[src/rtl/eeprom_req_arbiter.sv]
// Round-robin arbiter sharing one I2C EEPROM master between NREQ requesters.
// One transaction in flight; start strobe stretched for the slow SCL domain,
// completion awaited with a timeout, result returned to the winning requester.
module eeprom_req_arbiter #(
  parameter int unsigned NREQ        = 2,
  parameter int unsigned NEWD_CYCLES = 24,
  parameter int unsigned TIMEOUT     = 20000
) (
  input  logic              clk,
  input  logic              rst,
  input  logic [NREQ-1:0]   req,
  input  logic [NREQ-1:0]   req_wr,
  input  logic [NREQ*7-1:0] req_addr,
  input  logic [NREQ*8-1:0] req_wdata,
  output logic [NREQ-1:0]   ack,
  output logic [7:0]        rsp_rdata,
  output logic              rsp_err,
  output logic [NREQ-1:0]   grant,
  output logic              busy,
  output logic              m_newd,
  output logic              m_wr,
  output logic [6:0]        m_addr,
  output logic [7:0]        m_wdata,
  input  logic [7:0]        m_rdata,
  input  logic              m_done
);

  localparam int unsigned IW      = (NREQ > 1) ? $clog2(NREQ) : 1;
  localparam logic [15:0] NW_LAST = 16'(NEWD_CYCLES - 1);
  localparam logic [15:0] TO_LAST = 16'(TIMEOUT - 1);

  typedef enum logic [1:0] {S_IDLE, S_ISSUE, S_WAIT, S_RESP} state_t;

  state_t          state, state_n;
  logic [IW-1:0]   ptr, ptr_n;
  logic [IW-1:0]   win_idx, win_n;
  logic [15:0]     cnt, cnt_n;
  logic [NREQ-1:0] grant_n, ack_n;
  logic [7:0]      rdata_n;
  logic            err_n;
  logic            newd_n, wr_n;
  logic [6:0]      addr_n;
  logic [7:0]      wdata_n;

  logic            done_s1, done_s2, done_d;
  logic            done_rise;
  logic            found;
  logic [IW-1:0]   pick;

  assign done_rise = done_s2 & ~done_d;

  // Two-flop synchroniser on m_done plus a delayed copy for edge detection
  always_ff @(posedge clk or posedge rst) begin
    if (rst) begin
      done_s1 <= 1'b0;
      done_s2 <= 1'b0;
      done_d  <= 1'b0;
    end else begin
      done_s1 <= m_done;
      done_s2 <= done_s1;
      done_d  <= done_s2;
    end
  end

  // Round-robin search: first active request starting at ptr, wrapping mod NREQ
  always_comb begin
    found = 1'b0;
    pick  = '0;
    for (int unsigned off = 0; off < NREQ; off++) begin
      int unsigned   cand;
      logic [IW-1:0] cidx;
      cand = 32'(ptr) + off;
      if (cand >= NREQ) cand = cand - NREQ;
      cidx = IW'(cand);
      if (!found && req[cidx]) begin
        found = 1'b1;
        pick  = cidx;
      end
    end
  end

  // State register and all registered outputs
  always_ff @(posedge clk or posedge rst) begin
    if (rst) begin
      state     <= S_IDLE;
      ptr       <= '0;
      win_idx   <= '0;
      cnt       <= '0;
      grant     <= '0;
      ack       <= '0;
      rsp_rdata <= '0;
      rsp_err   <= 1'b0;
      busy      <= 1'b0;
      m_newd    <= 1'b0;
      m_wr      <= 1'b0;
      m_addr    <= '0;
      m_wdata   <= '0;
    end else begin
      state     <= state_n;
      ptr       <= ptr_n;
      win_idx   <= win_n;
      cnt       <= cnt_n;
      grant     <= grant_n;
      ack       <= ack_n;
      rsp_rdata <= rdata_n;
      rsp_err   <= err_n;
      busy      <= (state_n != S_IDLE);
      m_newd    <= newd_n;
      m_wr      <= wr_n;
      m_addr    <= addr_n;
      m_wdata   <= wdata_n;
    end
  end

  // Next-state and next-output logic; outputs are computed one cycle ahead
  // so every port comes straight from a flop
  always_comb begin
    state_n = state;
    ptr_n   = ptr;
    win_n   = win_idx;
    cnt_n   = cnt;
    grant_n = grant;
    ack_n   = '0;
    rdata_n = rsp_rdata;
    err_n   = rsp_err;
    newd_n  = m_newd;
    wr_n    = m_wr;
    addr_n  = m_addr;
    wdata_n = m_wdata;
    case (state)
      S_IDLE: begin
        if (found) begin
          win_n        = pick;
          grant_n      = '0;
          grant_n[pick] = 1'b1;
          wr_n         = req_wr[pick];
          addr_n       = req_addr[7*int'(pick) +: 7];
          wdata_n      = req_wdata[8*int'(pick) +: 8];
          newd_n       = 1'b1;
          cnt_n        = '0;
          state_n      = S_ISSUE;
        end
      end
      S_ISSUE: begin
        if (cnt == NW_LAST) begin
          newd_n  = 1'b0;
          cnt_n   = '0;
          state_n = S_WAIT;
        end else begin
          cnt_n = cnt + 16'd1;
        end
      end
      S_WAIT: begin
        cnt_n = cnt + 16'd1;
        // done takes priority over a timeout landing in the same cycle
        if (done_rise) begin
          rdata_n = m_wr ? 8'h00 : m_rdata;
          err_n   = 1'b0;
          ack_n   = grant;
          state_n = S_RESP;
        end else if (cnt == TO_LAST) begin
          rdata_n = 8'h00;
          err_n   = 1'b1;
          ack_n   = grant;
          state_n = S_RESP;
        end
      end
      S_RESP: begin
        grant_n = '0;
        ptr_n   = (win_idx == IW'(NREQ - 1)) ? '0 : win_idx + 1'b1;
        state_n = S_IDLE;
      end
      default: state_n = S_IDLE;
    endcase
  end

endmodule
[config.mk]
export PLATFORM = sky130hd
export DESIGN_NAME = eeprom_req_arbiter
export DESIGN_NICKNAME = d
export VERILOG_FILES = /design/src/rtl/eeprom_req_arbiter.sv
export SDC_FILE = /design/constraint.sdc
export NUM_CORES = 1
export LEC_CHECK = 0
export BUFFER_PORTS_ARGS = -buffer_cell sky130_fd_sc_hd__buf_2
export CAP_MARGIN = 20
export CORE_ASPECT_RATIO = 0.75
export CORE_MARGIN = 1
export CORE_UTILIZATION = 52
export CTS_CLUSTER_DIAMETER = 150
export DETAILED_ROUTE_END_ITERATION = 8
export MAX_ROUTING_LAYER = met4
export PLACE_DENSITY = 0.83
export SLEW_MARGIN = 20
export SYNTH_ARGS = -nofsm -noshare
export SYNTH_HDL_FRONTEND = slang
export SYNTH_SLANG_ARGS = --single-unit
[constraint.sdc]
create_clock -name clk -period 2.2 [get_ports clk]
set_input_delay 0.11 -clock clk [delete_from_list [all_inputs] [get_ports clk]]
set_output_delay 0.11 -clock clk [all_outputs]
set_load 0.02 [all_outputs]
; ---- After elaboration in Yosys (flattened, before gate mapping)
; Index checks and enable logic that the tools add are counted.
[op_classes]
bitwise_logic = 2
mul = 1
n_div = 0
n_shift = 2
eq_ne = 7
n_mux = 36
n_reduce_logical = 14
magnitude_cmp = 6
add_sub_neg = 5
[op_table]
columns = cell, n
row1 = case mux 16 bit (3 select lines), 1
row2 = 2-to-1 mux 16 bit, 2
row3 = 2-to-1 mux 8 bit, 3
row4 = 2-to-1 mux 1 bit, 18
row5 = "adder 16 x 1 -> 16 bit, second input constant", 1
row6 = "equality test 16 x 15 -> 1 bit, second input constant", 1
row7 = "equality test 16 x 5 -> 1 bit, second input constant", 1
row8 = 2-to-1 mux 2 bit, 8
row9 = variable part select 16 x 5 -> 8 bit, 1
row10 = variable part select 14 x 5 -> 7 bit, 1
row11 = case mux 2 bit (4 select lines), 1
row12 = AND reduction 2 bit, 4
row13 = nonzero test 2 bit, 4
row14 = "less-than comparator 1 x 2 -> 1 bit, second input constant", 3
row15 = "equality test 2 bit, second input constant", 2
row16 = "multiplier 3 x 1 -> 4 bit, first input constant", 1
row17 = "!= test 2 bit, second input constant", 2
row18 = case mux 2 bit (2 select lines), 1
row19 = AND reduction 3 bit, 1
row20 = nonzero test 3 bit, 1
row21 = "adder 1 x 1 -> 2 bit, second input constant", 1
row22 = "equality test 2 x 1 -> 1 bit, second input constant", 1
row23 = "greater-or-equal comparator 1 x 2 -> 1 bit, second input constant", 1
row24 = "greater-or-equal comparator 2 bit, second input constant", 1
row25 = other kinds (10), 12
[word_totals]
rom_bits = 0
regBits = 54
elab_cells = 89
in_bits = 45
memories = 0
ramBits = 0
latchBits = 0

; ---- Depth between registers and ports, before layout
; Gate-level depths: netlist of run 1.
[depth]
word_depth = 14
ltp_mapped = 8
ltp_nobuf = 7

; ---- Worst setup path before layout of run 1
; OpenSTA, ideal clock, no wires.
[synth_timing]
kind = reg-to-reg
start = reg state[0]
end = reg cnt[13]
setup_ps = 130
stages_incl_launch_ff = 9
path_buffers = 1
slack_ps = 372
arrival_ps = 1697
path_cell_list = dfrtp_1 -> inv_1 -> ha_1 -> nor4_1 -> nand4_2 -> and2_0 -> buf_2 -> a21oi_1 -> o32ai_1
[synth_between]
elab_chain_cells = 3
elab_cells_between_ends = 7
classes_between = eq/ne: 3 / mux: 1 / reduce/logical: 3
[synth_lines]
columns = element, line
row1 = from (decl), 34  ; state_t state, state_n;
row2 = from (signal assigned), 99  ; state <= state_n;
row3 = "equality test 2 bit, or another cell as far along", 130  ; case (state)
row4 = nonzero test 3 bit (no line) / != test 2 bit (equally long branches), n/a
row5 = AND reduction 2 bit (no line), n/a
row6 = to (signal assigned), 102  ; cnt <= cnt_n;
row7 = to (decl), 37  ; logic [15:0] cnt, cnt_n;
; Parallel ways exist; a longest one is shown, timed or not.
; A chain may end at the register's enable or synchronous reset.

; ---- Worst setup path in the final report of run 1
; Ends and elaborated chain as after synthesis.

==> results of run 1 <==
-- state kept, by name, summed over array words and instances (netlist names), 2 cells and up --
name and cells:
m_addr 7, ack 2, rsp_rdata 8, state 2, m_wdata 8, grant 2, cnt 16
-- logic make-up (layout without fill, tap and decap cells) --
logic type      count (synthesis)  after routing  share of synthesized area [%]
simple gates                  113            113                           23.3
compound gates                 61             61                           13.1
flops                          54             54                           50.8
mux                            18             18                           6.78
buf+inv                        18             98                           3.11
fa+ha+maj                       6              6                           2.82
-- power by group through the flow --
| stage | Sequential (µW) | Combinational, µW | Clock (µW) |
|---|---|---|---|
| after detailed placement | 1340 | 1120 | 0 |
| after floorplan | 1540 | 540 | 0 |
| after CTS | 1320 | 1130 | 677 |
| after global placement | 1330 | 1090 | 0 |
| final | 1320 | 1150 | 660 |
| after global routing | 1350 | 1260 | 710 |
-- worst max path at each step --
stage,from,to,slack (ns)
after global routing,state[0],cnt[13],0.03
after floorplan,state[0],cnt[13],0.37
after global placement,state[0],cnt[13],0.26
after CTS,state[0],cnt[6],0.06
final,state[0],cnt[13],0.16
after detailed placement,state[1],cnt[6],0.12
-- Yosys cell counts, types with 6 or more instances --
cell type and count:
ha_1 6, o31ai_1 6, o21ai_0 40, nand2_1 47, dfrtp_1 54, mux2i_1 18
nand3_1 12, inv_1 7, and3_1 6, buf_2 6, or3_1 6, nor2_1 10
-- critical path, delay by kind of cell (launching register included) --
kind	cells	cell delay (ns)
flip-flops	1	0.40
AO/OA/AOI/OAI	2	0.26
adder cells (fa/ha/maj)	1	0.30
buffers and inverters	1	0.12
AND/OR/NAND/NOR	3	0.85
-- per-layer routing --
metal	up-vias	GRT usage, %	wire length [µm]
li1	1121	-	-
met1	1090	32.1	2810
met2	78	35.7	2710
met3	7	4.39	346
met4	0	7.63	38
met5	-	-	0
-- what timing repair did --
| action | in CTS | in global routing |
|---|---|---|
| gates resized for setup | 0 | 4 |
| endpoints found under the hold margin | 26 | 0 |
| hold buffers | 2 | 0 |
| setup endpoints to repair | 0 | 9 |
-- cell usage in the layout (no fill, tap or decap), types with 2 or more instances in the layout --
cell | netlist | layout
o31ai_1 | 6 | 6
and4_1 | 4 | 4
clkbuf_8 | 0 | 5
a21o_1 | 3 | 3
ha_1 | 6 | 6
and3_1 | 6 | 6
mux2i_1 | 18 | 18
nor3_1 | 2 | 2
a31oi_1 | 2 | 2
o21ai_0 | 40 | 40
dlygate4sd3_1 | 0 | 2
nor3b_1 | 3 | 3
nand2_1 | 47 | 47
a21oi_1 | 4 | 4
nand3_1 | 12 | 12
nor4_1 | 3 | 2
dfrtp_1 | 54 | 54
nand4_2 | 2 | 2
buf_4 | 2 | 5
nor2_1 | 10 | 9
nand4_1 | 4 | 4
nor2b_1 | 4 | 4
or3_1 | 6 | 6
inv_1 | 7 | 6
buf_2 | 6 | 75
-- cell type report --
type	instances	area share, %
flip-flops and latches	54	41.3
well taps	60	2.29
clock buffers	6	2.22
repair buffers	83	13.8
inverters	7	0.803
multi-input cells	198	38.4
clock inverters	2	1.15
-- through the flow --
step | instance area [µm²] | worst slack, ns
2_1_floorplan | 2660 | 0.372
3_3_place_gp | 3120 | 0.263
3_5_place_dp | 3120 | 0.117
4_1_cts | 3250 | 0.0567
5_1_grt | 3270 | 0.0331
6_report | 3270 | 0.158
==> flow_summary_export.csv, run 1 <==
group,metric,value,unit
status,outcome,"finished, violations left",
status,violations,"design-rule violations",
setup_path,rrSetupSlack,0.16,ns
synthesis,synth_area,2660,µm²
sta,max_slew_margin,52.9,%
synthesis,netlist_instances,270,
place,place.gp.congestion,0.914,
global_routing,antenna_found_initial,0,
setup_path,rr_worst_depth,7,
synthesis,ys_warn_count,0,
synthesis,ys_seq_area_share,50.8,%
layout,diodes,0,
power_and_ir_drop,ir_drop,613,µV
detailed_routing,vias_per_cell,5.60,
detailed_routing,wire_per_inst,14.4,µm
power_and_ir_drop,intPower,1960,µW
detailed_routing,drt_iter0_markers,85,
die,io_pins,76,
global_routing,grtUsageTotal,23.4,%
die,row_count,22,
clock_network,cts.root.buffer_cell,"clkbuf_8",
power_and_ir_drop,seq_power_share,42.3,%
power_and_ir_drop,power.density,956,nW/µm²
die,die_area,5410,µm²
setup_path,critical_path.cell_chain,"inv_1 > ha_1 > nor4_2 > nand4_2 > and2_1 > a21oi_1 > o32ai_1",
synthesis,post-synth-top-area-cell,"dfrtp_1",
hold_path,hold_path_depth,3,
power_and_ir_drop,power,3130,µW
layout,area_growth,23.1,%
sta,rsz0062_at_grt,"no",
sta,slew_violations,0,
detailed_routing,routed_wl,5900,µm
clock_network,cts-buffers-inserted,5,
sta,worstMarginPinSlew,0.703,ns
hold_path,hold_class,"in2reg",
sta,fmax,490,MHz
synthesis,syn-num-nets,321,
layout,multi_input_area,1260,µm²
layout,post-route-util,66.8,%
power_and_ir_drop,p_leak,0.00155,µW
synthesis,ys_types,40,
synthesis,synth-edff-count,0,
layout,register_area,1350,µm²
place,dp_hpwl,4290,µm
setup_path,cp-start-kind,"flop",
sta,fin_tns_setup,0,ns
hold_path,hold-path-endpoint,"rsp_rdata[4]",
synthesis,async_flop_share,100,%
power_and_ir_drop,p_switching,1170,µW
setup_path,reg2reg_from,"state[0]",
clock_network,clk_pin_slew,0.09,ns
setup_path,cp_max_fo,8,
die,dieHeight,63.9,µm
die,die_width,84.6,µm
run,maxCapViolations,0,
clock_network,post-cts-setup-buffers,0,
setup_path,slowest_stage,"dfrtp_1",
place,portBuffers,75,
layout,num-fill-cells,412,
layout,nets,400,
detailed_routing,vias,2296,
clock_network,cts_tree,"built",
setup_path,worstPathArrival,2.23,ns
synthesis,synthTopCellsByArea,"dfrtp_1 (51%), o21ai_0 (7.5%), mux2i_1 (6.8%), nand2_1 (6.6%), ha_1 (2.8%)",
global_routing,grt_max_degree,36,
sta,hold_violations,0,
synthesis,synthDominantCellAreaShare,50.8,%
clock_network,clock_sinks,54,
place,dpl.cell_count,400,
setup_path,r2r_end,"cnt[13]",
global_routing,grt_pass1_wl,9720,µm
sta,timing.hold.ws,0.0350,ns
layout,drive_gt1_share,28.9,%
clock_network,clock_latency,0.31,ns
sta,final-setup-viol-count,0,
detailed_routing,drc,10,
detailed_routing,drt_first_pass_iters,6,
die,core,4900,µm²
synthesis,synth.avg_cell_area,9.85,µm²
hold_path,hp-start,"m_rdata[4]",
clock_network,cts_max_level,2,
layout,instances_no_fill,410,
synthesis,synth-seq-cells,54,
die,start_util,54.3,%
detailed_routing,ant_nets,0,
setup_path,worstSetupPathType,"reg2reg",
sta,skew,0.00708,ns
global_routing,grt-ovfl-total,0,
power_and_ir_drop,p_comb_share,36.6,%
setup_path,endpoint_kind,"flop",
power_and_ir_drop,swShare,37.3,%
power_and_ir_drop,p_clk_share,21.1,%
setup_path,worstPathRequired,2.39,ns
sta,period_share,92.8,%
sta,min_period,2.04,ns
clock_network,clock_path_buffers,2,
global_routing,grt_pass1_vias,2092,
setup_path,slowest_delay,0.40,ns
synthesis,ys.flop_type,"dfrtp_1",
Note: power is estimated with default switching activity, not from simulation.
==> run 2, diff against run 1 <==
--- a/config.mk
+++ b/config.mk
@@ -13,8 +13,8 @@
 export CTS_CLUSTER_DIAMETER = 150
 export DETAILED_ROUTE_END_ITERATION = 8
 export MAX_ROUTING_LAYER = met4
-export PLACE_DENSITY = 0.83
-export SLEW_MARGIN = 20
+export PLACE_DENSITY = 0.77
+export SLEW_MARGIN = 5
 export SYNTH_ARGS = -nofsm -noshare
 export SYNTH_HDL_FRONTEND = slang
 export SYNTH_SLANG_ARGS = --single-unit
==> run 2 against run 1 <==
Net effect:
- the run still ends with design-rule violations left
- global-route usage increased by 0.86 points
- flip-flop and latch count stayed put
- clock-buffer cell count unchanged
- cell area rose by 0.31%
- worst setup slack improved by 0.010 ns
- combinational power hardly changed
- clock skew fell by 0.0037 ns
- largest power group unchanged
- highest routed layer unchanged
==> flow_summary_export.csv, run 2 (synthesized netlist as in run 1, its figures left out) <==
group,metric,value,unit
setup_path,slowest_stage,"dfrtp_1",
layout,multi_input_area,1250,µm²
layout,layout_common_cells,"buf_2 (75), dfrtp_1 (54), nand2_1 (47), o21ai_0 (40), mux2i_1 (18)",
detailed_routing,wire_per_inst,14.0,µm
die,core,4900,µm²
clock_network,clock_latency,0.32,ns
die,die_area,5410,µm²
sta,fin_tns_setup,0,ns
run,maxCapViolations,0,
layout,nets,403,
layout,drive_gt1_share,29.7,%
power_and_ir_drop,ir_drop,604,µV
status,violations,"design-rule violations",
die,die_width,84.6,µm
clock_network,clk_pin_slew,0.10,ns
setup_path,rr_worst_depth,7,
detailed_routing,vias_per_cell,5.45,
global_routing,grt-ovfl-total,0,
setup_path,startpoint,"state[0]",
sta,timing.hold.ws,0.0168,ns
place,pre_cts_slack,0.143,ns
die,start_util,54.3,%
die,row_count,22,
sta,skew,0.00339,ns
sta,worstMarginPinSlew,0.635,ns
detailed_routing,routed_wl,5780,µm
detailed_routing,ant_nets,0,
sta,max_slew_margin,57.6,%
place,portBuffers,75,
layout,final_common_cell,"buf_2",
layout,regMostFlops,"cnt",
detailed_routing,vias,2249,
setup_path,worstPathArrival,2.26,ns
detailed_routing,drt-met1-wl,2860,µm
detailed_routing,drt_iter0_markers,99,
setup_path,worstPathRequired,2.43,ns
clock_network,post-cts-setup-buffers,0,
setup_path,crit_buf_inv,2,
sta,slew_violations,0,
layout,largest_reg_flops,16,
power_and_ir_drop,power.density,939,nW/µm²
detailed_routing,drt_first_pass_iters,6,
hold_path,hold_path_depth,3,
die,dieHeight,63.9,µm
place,dp_hpwl,4230,µm
layout,diodes,0,
sta,min_period,2.03,ns
layout,reg.largest.list,"cnt x16, m_wdata x8, rsp_rdata x8",
sta,final-setup-viol-count,0,
clock_network,cts.root.buffer_cell,"clkbuf_8",
layout,area_growth,23.4,%
detailed_routing,highest_layer,"met4",
setup_path,critical_path.top_delay_family,"simple AND/OR/NAND/NOR gates",
global_routing,grtUsageTotal,24.3,%
setup_path,worstSetupPathType,"reg2reg",
detailed_routing,dr_wl_met2,2530,µm
clock_network,cts-buffers-inserted,5,
sta,hold_violations,0,
setup_path,endpoint_kind,"flop",
sta,layout_setup_ws,0.168,ns
setup_path,endpoint,"cnt[10]",
detailed_routing,wl_met3,334,µm
status,outcome,"finished, violations left",
global_routing,grt_pass1_wl,9930,µm
sta,period_share,92.4,%
clock_network,clock_sinks,54,
setup_path,r2r_end,"cnt[10]",
clock_network,cts_tree,"built",
place,place.gp.congestion,0.883,
layout,register_area,1350,µm²
clock_network,clock_path_buffers,2,
setup_path,rrSetupSlack,0.17,ns
sta,fmax,492,MHz
global_routing,grt_pass1_vias,2085,
global_routing,antenna_found_initial,0,
setup_path,cp-start-kind,"flop",
layout,post-route-util,67.0,%
setup_path,cp_max_fo,11,
global_routing,grt_max_degree,36,
power_and_ir_drop,p_leak,0.00157,µW
hold_path,hp-start,"m_rdata[1]",
setup_path,critical_path.cell_chain,"inv_1 > ha_1 > nor3b_2 > nor2_1 > nand3_4 > buf_4 > o31ai_1",
setup_path,reg2reg_from,"state[0]",
setup_path,cp.depth,7,
hold_path,hold_class,"in2reg",
clock_network,cts_max_level,2,
setup_path,slowest_delay,0.41,ns
layout,num-fill-cells,400,
die,io_pins,76,
detailed_routing,drc,11,
## run 2: area by class of cell
class / instances / area share (%)
Inverter: 7 / 0.801
Clock inverter: 2 / 0.496
Timing Repair Buffer: 86 / 14.6
Tap cell: 60 / 2.29
Sequential cell: 54 / 41.2
Multi-Input combinational cell: 198 / 38.1
Clock buffer: 6 / 2.52
## run 2: through the flow
stage / cells / total power [µW] / instance area (µm²)
finish: 413 / 3080 / 3280
global route: 413 / 3290 / 3280
CTS: 412 / 3070 / 3250
detailed placement: 402 / 2460 / 3130
global placement: 402 / 2430 / 3130
floorplan: 270 / 2080 / 2660
## run 2: what timing repair did
action | 4_1_cts | 5_1_grt
hold endpoints to repair | 21 | 0
hold buffers | 2 | 0
gates resized for setup | 0 | 4
endpoints found under the setup margin | 0 | 12
## run 2: layer usage
layer	GRT usage [%]	up-vias
li1	-	1135
met1	32.9	1058
met4	6.36	0
met3	7.62	5
met5	-	-
met2	35.8	51
## run 2: power by group
group	switching (µW)	internal, µW
Sequential	124	1200
Clock	338	259
Combinational	717	446
Total	1180	1900
## run 2: worst register-to-register path, cell delays in order (launching register included)
cell	delay (ns)
dfrtp_1	0.41
inv_1	0.11
ha_1	0.22
nor3b_2	0.19
nor2_1	0.35
nand3_4	0.22
buf_4	0.22
o31ai_1	0.22
## run 2: worst min path at each step
| stage | to | slack [ns] |
|---|---|---|
| 4_1_cts | rsp_rdata[3] | 0.02 |
| 3_3_place_gp | cnt[8] | 0.14 |
| 3_5_place_dp | rsp_rdata[3] | 0.14 |
| 2_1_floorplan | done_s1 | 0.14 |
| 5_1_grt | rsp_rdata[7] | 0.04 |
| 6_report | rsp_rdata[1] | 0.02 |
